[src/rtl/vga_port_hub.sv]
// ----------------------------------------------------------------------------
// vga_port_hub
//
// Collects pixel write requests from NCH host ports and streams them, in the
// order they were granted, to a framebuffer write port through a small FIFO.
// Each host port runs a 4-phase handshake (HE request / service acknowledge).
// A round-robin arbiter grants at most one port per cycle. Read requests are
// not supported: they are acknowledged normally, push nothing, and set a
// sticky per-port error flag.
//
// Ports
//   CLOCK_50    in   sole clock, rising edge
//   RESET_N     in   synchronous active-low reset
//   HE          in   [NCH]        per-port request
//   HRW         in   [NCH]        per-port direction, 1 = write, 0 = read
//   host_addr   in   [NCH*ADDR_W] per-port pixel address, port i at [i*ADDR_W +: ADDR_W]
//   host_dat    in   [NCH*DATA_W] per-port pixel data, port i at [i*DATA_W +: DATA_W]
//   service     out  [NCH]        per-port acknowledge (high while in ACK)
//   fb_we       out               framebuffer write valid (FIFO not empty)
//   fb_addr     out  [ADDR_W]     FIFO head address
//   fb_data     out  [DATA_W]     FIFO head data
//   fb_ready    in                framebuffer accepts the head entry
//   fifo_level  out  [clog2(DEPTH)+1] FIFO occupancy
//   rd_err      out  [NCH]        sticky: a read request was granted
// ----------------------------------------------------------------------------
module vga_port_hub #(
    parameter int NCH    = 2,
    parameter int DATA_W = 16,
    parameter int ADDR_W = 16,
    parameter int DEPTH  = 8
) (
    input  logic                      CLOCK_50,
    input  logic                      RESET_N,
    input  logic [NCH-1:0]            HE,
    input  logic [NCH-1:0]            HRW,
    input  logic [NCH*ADDR_W-1:0]     host_addr,
    input  logic [NCH*DATA_W-1:0]     host_dat,
    output logic [NCH-1:0]            service,
    output logic                      fb_we,
    output logic [ADDR_W-1:0]         fb_addr,
    output logic [DATA_W-1:0]         fb_data,
    input  logic                      fb_ready,
    output logic [$clog2(DEPTH):0]    fifo_level,
    output logic [NCH-1:0]            rd_err
);

    localparam int CNT_W = $clog2(DEPTH) + 1;
    localparam int PTR_W = $clog2(DEPTH);
    localparam int CH_W  = (NCH > 1) ? $clog2(NCH) : 1;
    localparam int ENT_W = ADDR_W + DATA_W;

    typedef enum logic {
        ST_IDLE = 1'b0,
        ST_ACK  = 1'b1
    } ch_state_t;

    ch_state_t              state_r      [NCH];
    ch_state_t              state_next_s [NCH];

    logic [NCH-1:0]         req_s;
    logic [NCH-1:0]         grant_s;
    logic [CH_W-1:0]        grant_idx_s;
    logic [CH_W-1:0]        last_r;
    logic [ENT_W-1:0]       push_entry_s;
    logic                   push_s;
    logic                   pop_s;
    logic                   full_s;

    logic [ENT_W-1:0]       mem_r [DEPTH];
    logic [PTR_W-1:0]       wr_ptr_r;
    logic [PTR_W-1:0]       rd_ptr_r;
    logic [CNT_W-1:0]       count_r;
    logic [NCH-1:0]         rd_err_r;

    // Fullness comes from the registered count only; a pop in the same cycle
    // does not free a slot for a push until the following edge.
    assign full_s = (count_r == CNT_W'(DEPTH));
    assign pop_s  = (count_r != {CNT_W{1'b0}}) && fb_ready;
    assign push_s = |(grant_s & HRW);

    // Requesters: idle ports with HE high; writes are held off while full.
    always_comb begin
        req_s = '0;
        for (int i = 0; i < NCH; i++) begin
            if ((state_r[i] == ST_IDLE) && HE[i] && (!HRW[i] || !full_s)) begin
                req_s[i] = 1'b1;
            end else begin
                req_s[i] = 1'b0;
            end
        end
    end

    // Round-robin arbiter: first requester found starting after last grant.
    always_comb begin : arb
        int  idx;
        logic found;
        grant_s      = '0;
        grant_idx_s  = last_r;
        push_entry_s = '0;
        found        = 1'b0;
        for (int k = 1; k <= NCH; k++) begin
            idx = int'(last_r) + k;
            if (idx >= NCH) begin
                idx = idx - NCH;
            end else begin
                idx = idx;
            end
            if (!found && req_s[idx]) begin
                found        = 1'b1;
                grant_s[idx] = 1'b1;
                grant_idx_s  = CH_W'(idx);
                push_entry_s = {host_addr[idx*ADDR_W +: ADDR_W],
                                host_dat[idx*DATA_W +: DATA_W]};
            end else begin
                grant_s[idx] = grant_s[idx];
            end
        end
    end

    // Per-port handshake next state: IDLE -> ACK on grant, ACK -> IDLE on HE low.
    always_comb begin
        for (int i = 0; i < NCH; i++) begin
            state_next_s[i] = state_r[i];
            case (state_r[i])
                ST_IDLE: begin
                    if (grant_s[i]) begin
                        state_next_s[i] = ST_ACK;
                    end else begin
                        state_next_s[i] = ST_IDLE;
                    end
                end
                ST_ACK: begin
                    if (!HE[i]) begin
                        state_next_s[i] = ST_IDLE;
                    end else begin
                        state_next_s[i] = ST_ACK;
                    end
                end
                default: state_next_s[i] = ST_IDLE;
            endcase
        end
    end

    // Port state registers.
    always_ff @(posedge CLOCK_50) begin
        for (int i = 0; i < NCH; i++) begin
            if (!RESET_N) begin
                state_r[i] <= ST_IDLE;
            end else begin
                state_r[i] <= state_next_s[i];
            end
        end
    end

    // Arbiter history, sticky read-error flags, FIFO pointers and count.
    always_ff @(posedge CLOCK_50) begin
        if (!RESET_N) begin
            last_r   <= CH_W'(NCH - 1);
            rd_err_r <= '0;
            wr_ptr_r <= '0;
            rd_ptr_r <= '0;
            count_r  <= '0;
        end else begin
            if (|grant_s) begin
                last_r <= grant_idx_s;
            end
            rd_err_r <= rd_err_r | (grant_s & ~HRW);
            if (push_s) begin
                wr_ptr_r <= wr_ptr_r + PTR_W'(1);
            end
            if (pop_s) begin
                rd_ptr_r <= rd_ptr_r + PTR_W'(1);
            end
            case ({push_s, pop_s})
                2'b10:   count_r <= count_r + CNT_W'(1);
                2'b01:   count_r <= count_r - CNT_W'(1);
                default: count_r <= count_r;
            endcase
        end
    end

    // FIFO storage; contents are don't-care whenever count is zero.
    always_ff @(posedge CLOCK_50) begin
        if (push_s) begin
            mem_r[wr_ptr_r] <= push_entry_s;
        end
    end

    always_comb begin
        for (int i = 0; i < NCH; i++) begin
            service[i] = (state_r[i] == ST_ACK);
        end
    end

    assign fb_we      = (count_r != {CNT_W{1'b0}});
    assign fb_addr    = mem_r[rd_ptr_r][ENT_W-1:DATA_W];
    assign fb_data    = mem_r[rd_ptr_r][DATA_W-1:0];
    assign fifo_level = count_r;
    assign rd_err     = rd_err_r;

endmodule

[config.mk]
export PLATFORM = sky130hd
export DESIGN_NAME = vga_port_hub
export DESIGN_NICKNAME = d
export VERILOG_FILES = /design/src/rtl/vga_port_hub.sv
export SDC_FILE = /design/constraint.sdc
export NUM_CORES = 1
export LEC_CHECK = 0
export CORE_ASPECT_RATIO = 0.9
export CORE_UTILIZATION = 25
export CTS_CLUSTER_DIAMETER = 100
export CTS_CLUSTER_SIZE = 20
export DETAILED_ROUTE_END_ITERATION = 12
export PLACE_DENSITY_LB_ADDON = 0.12
export SKIP_CTS_REPAIR_TIMING = 1
export SLEW_MARGIN = 30
export SYNTH_ARGS = -nofsm -noshare
export SYNTH_HDL_FRONTEND = slang
export SYNTH_SLANG_ARGS = --single-unit
[constraint.sdc]
create_clock -name CLOCK_50 -period 6.46 [get_ports CLOCK_50]
set_input_delay 1.292 -clock CLOCK_50 [delete_from_list [all_inputs] [get_ports CLOCK_50]]
set_output_delay 1.292 -clock CLOCK_50 [all_outputs]
set_load 0.02 [all_outputs]
==> flow_summary_export.csv, run 1 <==
group,metric,value,unit
finish,antenna_cells,0,
timing,max_slew_margin,0.520,
yosys,syn_area,10900,um^2
yosys,synth.largest_area_cell,"edfxtp_1",
setup_path,reg2reg_depth,10,
setup_path,r2r-end,"fifo_level[2]$_SDFFE_PN0P_",
min_path,holdPathStages,2,
global_routing,grt_pass1_vias,5934,
finish,area_delta_synth_final,22.2,%
yosys,yosysUniqueCellTypes,43,
job,maxCapViolCount,0,
timing,tns,0,ns
timing,period_needed,4.54,ns
yosys,yosys-top-cells-area,"edfxtp_1 70%, mux4_2 13%, dfxtp_1 3.3%, mux2_2 3.3%, a22o_1 2.6%",
yosys,yosys_warnings,0,
power,power,4.34,mW
setup_path,rrSetupSlack,3.44,ns
floorplanning,ioPinCount,112,
clock_network,cts_tree,"built",
clock_network,htreeDepth,1,
floorplanning,initial_core_util,0.254,
placed_design,dpl.hpwl,16.1,mm
clock_network,cts_buffer_depth,3,
setup_path,arrival,3.25,ns
yosys,synth_ff_type,"edfxtp_1",
timing,fmax,220,MHz
placed_design,port_buffers,111,
setup_path,critPathMaxFanout,28,
yosys,ys_seq_area_frac,0.738,
yosys,synth_edf_count,256,
yosys,synthesis.nets,595,
routing,wl,26.4,mm
yosys,ys_seq_elements,274,
clock_network,root_buffer,"clkbuf_16",
routing,drtIter0Drc,321,
yosys,syn-instance-count,519,
clock_network,cts_buffers,17,
routing,dr.pass1.iters,4,
global_routing,grt_pass1_wl,39.3,mm
yosys,synth-async-reset-ratio,0,
global_routing,antenna_found_initial,0,
clock_network,worstSkewPairLatency,0.49,ns
setup_path,required,5.17,ns
global_routing,track_usage,0.119,
setup_path,worst-setup-path-type,"register to output port",
placed_design,globalplace.congestion,0.705,
timing,worst_slew_pin_slew,0.718,ns
power,powerDensity,326,nW/um^2
floorplanning,dieWidth,222,um
setup_path,crit_end,"fb_addr[15]",
outcome,outcome,"finished, final reports clean",
routing,ant_nets,0,
power,leakage,4.14,nW
timing,setup_viol,0,
timing,clock_skew,0.0109,ns
timing,rsz0062_at_grt,"false",
min_path,hp-class,"register to register",
setup_path,reg2reg_from,"state_r[1]$_DFF_P_",
floorplanning,coreArea,43000,um^2
routing,wl_per_cell,21.8,um
power,ir_drop,0.166,mV
routing,viasPerCell,4.43,
floorplanning,num_rows,72,
routing,via_count,5355,
timing,slew_violations,0,
finish,layout-drive-gt1-share,0.242,
timing,final.period_utilization,0.703,
global_routing,grt_max_degree,36,
min_path,min-delay-start,"rd_err[0]$_SDFF_PN0_",
routing,drc,0,
yosys,syn_avg_cell_area,21.0,um^2
clock_network,cts.sinks,274,
yosys,synth.top_cell.area_share,0.705,
clock_network,clkTransAtPathRegs,0.08,ns
setup_path,end_kind,"output port",
floorplanning,die_area,44500,um^2
finish,fin_nets,720,
timing,final_hold_viol_count,0,
global_routing,grt-ovfl-total,0,
setup_path,crit_path_start_kind,"register",
floorplanning,die_h,200,um
==> placed cells by master (no fill, tap or decap), drive strengths merged, types with 6 or more instances in the layout <==
master / Yosys / routed
edfxtp: 256 / 256
mux2: 32 / 32
nand2b: 7 / 7
clkdlybuf4s50: 0 / 111
mux4: 64 / 64
a22o: 32 / 32
dfxtp: 18 / 18
clkbuf: 12 / 28
buf: 17 / 24
nor3: 6 / 6
nand2: 14 / 14
==> stage by stage <==
stage | hold WS [ns] | utilization | cells | area [um^2] | setup WS, ns
floorplan | 0.467 | - | 519 | 10900 | 1.04
global placement | 0.456 | 0.297 | 1174 | 12700 | 2.08
detailed placement | 0.455 | 0.299 | 1180 | 12900 | 1.99
CTS | 0.468 | 0.310 | 1209 | 13300 | 1.77
global route | 0.497 | 0.310 | 1209 | 13300 | 1.68
finish | 0.463 | 0.310 | 1209 | 13300 | 1.92
==> final cells by class <==
| type | count | area [um^2] |
|---|---|---|
| Clock buffer | 28 | 467 |
| Clock inverter | 1 | 8.76 |
| Fill cell | 4105 | 29600 |
| Inverter | 1 | 3.75 |
| Multi-Input combinational cell | 215 | 2750 |
| Sequential cell | 274 | 8060 |
| Tap cell | 555 | 694 |
| Timing Repair Buffer | 135 | 1360 |
==> metal layers <==
layer,wire length (um),track usage,vias to the layer above,part of all wire
li1,-,-,2411,-
met1,12400,0.166,2814,0.47
met2,12700,0.196,107,0.48
met3,918,0.0202,23,0.035
met4,381,0.0213,0,0.014
met5,0,0,-,0
==> worst max-delay path, stage by stage, from the launching register on <==
cell and delay (ns):
dfxtp_4 0.77, buf_4 0.53, mux4_2 0.56, mux2_2 0.31, clkdlybuf4s50_1 0.55
==> where the power goes <==
part	leakage, nW	total (mW)	switching, mW	internal, mW
logic	1.42	1.08	0.544	0.538
registers	2.50	2.20	0.0912	2.11
clock network	0.227	1.06	0.565	0.500
==> flip-flops by register name, summed over array words and instances (netlist names), named ones only <==
signal      count
mem_r         256
fifo_level      4
rd_ptr_r        3
wr_ptr_r        3
rd_err          2
state_r         2
last_r          1
==> cells by family after synthesis <==
group / share of synthesized area
compound gates: 0.0367
xor+xnor: 0.00401
simple gates: 0.0303
buf+inv: 0.0161
mux: 0.170
flops: 0.738
fa+ha+maj: 0.00573
==> synth_stat cells (3+ instances only) <==
cell / count
and2_1: 4
a22o_1: 32
nor3_1: 6
a21oi_1: 5
ha_1: 5
mux2_2: 32
buf_6: 6
buf_2: 8
clkbuf_1: 12
nand3_1: 5
nand2_1: 14
nand2b_1: 7
mux2i_1: 5
xnor2_1: 3
nor2b_1: 4
edfxtp_1: 256
mux4_2: 64
nor2_1: 4
dfxtp_1: 18
==> how the worst min path moves through the flow <==
stage          slack (ns)              endpoint
2_1_floorplan        0.47              register
3_3_place_gp         0.46  rd_err[0]$_SDFF_PN0_
3_5_place_dp         0.46  rd_err[0]$_SDFF_PN0_
4_1_cts              0.47  rd_err[0]$_SDFF_PN0_
5_1_grt              0.50  rd_err[1]$_SDFF_PN0_
6_report             0.46  rd_err[0]$_SDFF_PN0_
(Power assumes the default switching activity.)
==> run 2: changes to the inputs <==
==> constraint.sdc (replaced) <==
create_clock -name CLOCK_50 -period 4 [get_ports CLOCK_50]
set_input_delay 0.8 -clock CLOCK_50 [delete_from_list [all_inputs] [get_ports CLOCK_50]]
set_output_delay 0.8 -clock CLOCK_50 [all_outputs]
set_load 0.02 [all_outputs]
==> run 2 against run 1 <==
Net effect:
- critical path depth did not move
- final area did not move
- first-iteration DRC count fell by 3.1%
- sequential share of layout area did not move
- non-clock buffer count fell by 3
- critical endpoint is now fb_addr[13]
- largest power group unchanged
==> flow_summary_export.csv, run 2 (synthesis results as in run 1) <==
group,metric,value,unit
outcome,outcome,"finished, final reports clean",
global_routing,grt_pass1_wl,39.9,mm
routing,drtIter0Drc,311,
setup_path,end_kind,"output port",
routing,viasPerCell,4.47,
finish,antenna_cells,0,
placed_design,port_buffers,111,
global_routing,grt_max_degree,39,
finish,final_cell_mix,"256 x edfxtp_1, 111 x clkdlybuf4s50_1, 64 x mux4_2",
power,power,7.03,mW
floorplanning,ioPinCount,112,
min_path,holdPathStages,2,
clock_network,htreeDepth,1,
power,ir_drop,0.250,mV
finish,multi_input_area,2750,um^2
clock_network,worstSkewPairLatency,0.49,ns
setup_path,crit_path_start_kind,"register",
setup_path,worst-setup-path-type,"register to output port",
clock_network,clkTransAtPathRegs,0.08,ns
routing,wl,26.6,mm
min_path,worst_hold_path.endpoint,"rd_err[0]$_SDFF_PN0_",
setup_path,rrSetupSlack,0.97,ns
routing,wl_per_cell,22.1,um
setup_path,r2r-end,"mem_r[0][7]$_DFFE_PP_",
job,maxCapViolCount,0,
power,powerDensity,527,nW/um^2
finish,postLayoutCoreUtil,0.310,
finish,fill_cells,4082,
timing,max_slew_margin,0.380,
placed_design,globalplace.congestion,0.696,
global_routing,antenna_found_initial,0,
finish,largest_reg_flops,256,
finish,fin_nets,717,
setup_path,reg2reg_depth,5,
finish,seq_area,8060,um^2
min_path,min-delay-start,"rd_err[0]$_SDFF_PN0_",
floorplanning,coreArea,43000,um^2
global_routing,grt_pass1_vias,5919,
setup_path,arrival,2.72,ns
global_routing,track_usage,0.121,
timing,setup_viol,0,
timing,clock_skew,0.0139,ns
power,leakage,4.12,nW
floorplanning,initial_core_util,0.254,
finish,area_delta_synth_final,22.2,%
timing,fmax,284,MHz
finish,mostFrequentLayoutCell,"edfxtp_1",
routing,ant_nets,0,
routing,drc,0,
clock_network,root_buffer,"clkbuf_16",
routing,dr.pass1.iters,4,
floorplanning,die_area,44500,um^2
min_path,hp-class,"register to register",
timing,period_needed,3.52,ns
timing,worst_slack,0.483,ns
finish,largest_register,"mem_r",
setup_path,required,3.20,ns
timing,slew_violations,0,
placed_design,dpl.hpwl,16.0,mm
finish,layout-drive-gt1-share,0.238,
clock_network,cts_buffers,17,
floorplanning,dieWidth,222,um
timing,final_hold_viol_count,0,
clock_network,cts.sinks,274,
timing,final.period_utilization,0.879,
floorplanning,num_rows,72,
setup_path,reg2reg_from,"fifo_level[2]$_SDFFE_PN0P_",
clock_network,cts_buffer_depth,3,
setup_path,critPathMaxFanout,28,
timing,worst_slew_pin_slew,0.927,ns
routing,via_count,5393,
clock_network,cts_tree,"built",
global_routing,grt-ovfl-total,0,
placed_design,place_ws,0.297,ns
floorplanning,die_h,200,um
timing,rsz0062_at_grt,"false",
-- run 2: how the worst max path moves through the flow --
stage | slack (ns) | to | startpoint | depth (start not counted)
final | 0.48 | fb_addr[13] | register | 4
after global routing | 0.35 | fb_addr[7] | register | 4
after CTS | 0.38 | fb_addr[13] | register | 4
after detailed placement | 0.30 | fifo_level[2]$_SDFFE_PN0P_ | HE[1] | 11
after global placement | 0.33 | mem_r[7][23]$_DFFE_PP_ | HE[1] | 6
after floorplan | -0.08 | mem_r[4][0]$_DFFE_PP_ | HE[1] | 4
-- run 2: metrics by stage --
step	std cells	cell area [um^2]	hold slack (ns)	TNS [ns]
after detailed placement	1177	12900	0.446	0
after global routing	1206	13300	0.508	0
final	1206	13300	0.459	0
after floorplan	519	10900	0.467	-7.82
after CTS	1206	13300	0.460	0
after global placement	1176	12800	0.454	0
-- run 2: final cells by class --
class                   instances  share of cell area
clock buffers                  28              0.0350
flip-flops and latches        274               0.604
clock inverters                 1            0.000563
repair buffers                132               0.101
well taps                     555              0.0521
inverters                       1            0.000282
multi-input cells             215               0.207
-- run 2: metal layers --
metal	GRT usage	part of all wire	vias up
met5	0	0	-
met4	0.0171	0.0093	0
met3	0.0214	0.038	22
met2	0.209	0.50	93
met1	0.161	0.46	2886
li1	-	-	2392
-- run 2: power by group --
group          switching (mW)  internal [mW]
Combinational           0.923          0.885
Sequential              0.104           3.40
Clock                   0.905          0.806
Total                    1.93           5.09
-- run 2: worst max-delay path, stage by stage, from the launching register on --
cell             delay, ns
dfxtp_4               0.67
buf_4                 0.34
mux4_2                0.33
mux2_2                0.31
clkdlybuf4s50_1       0.54
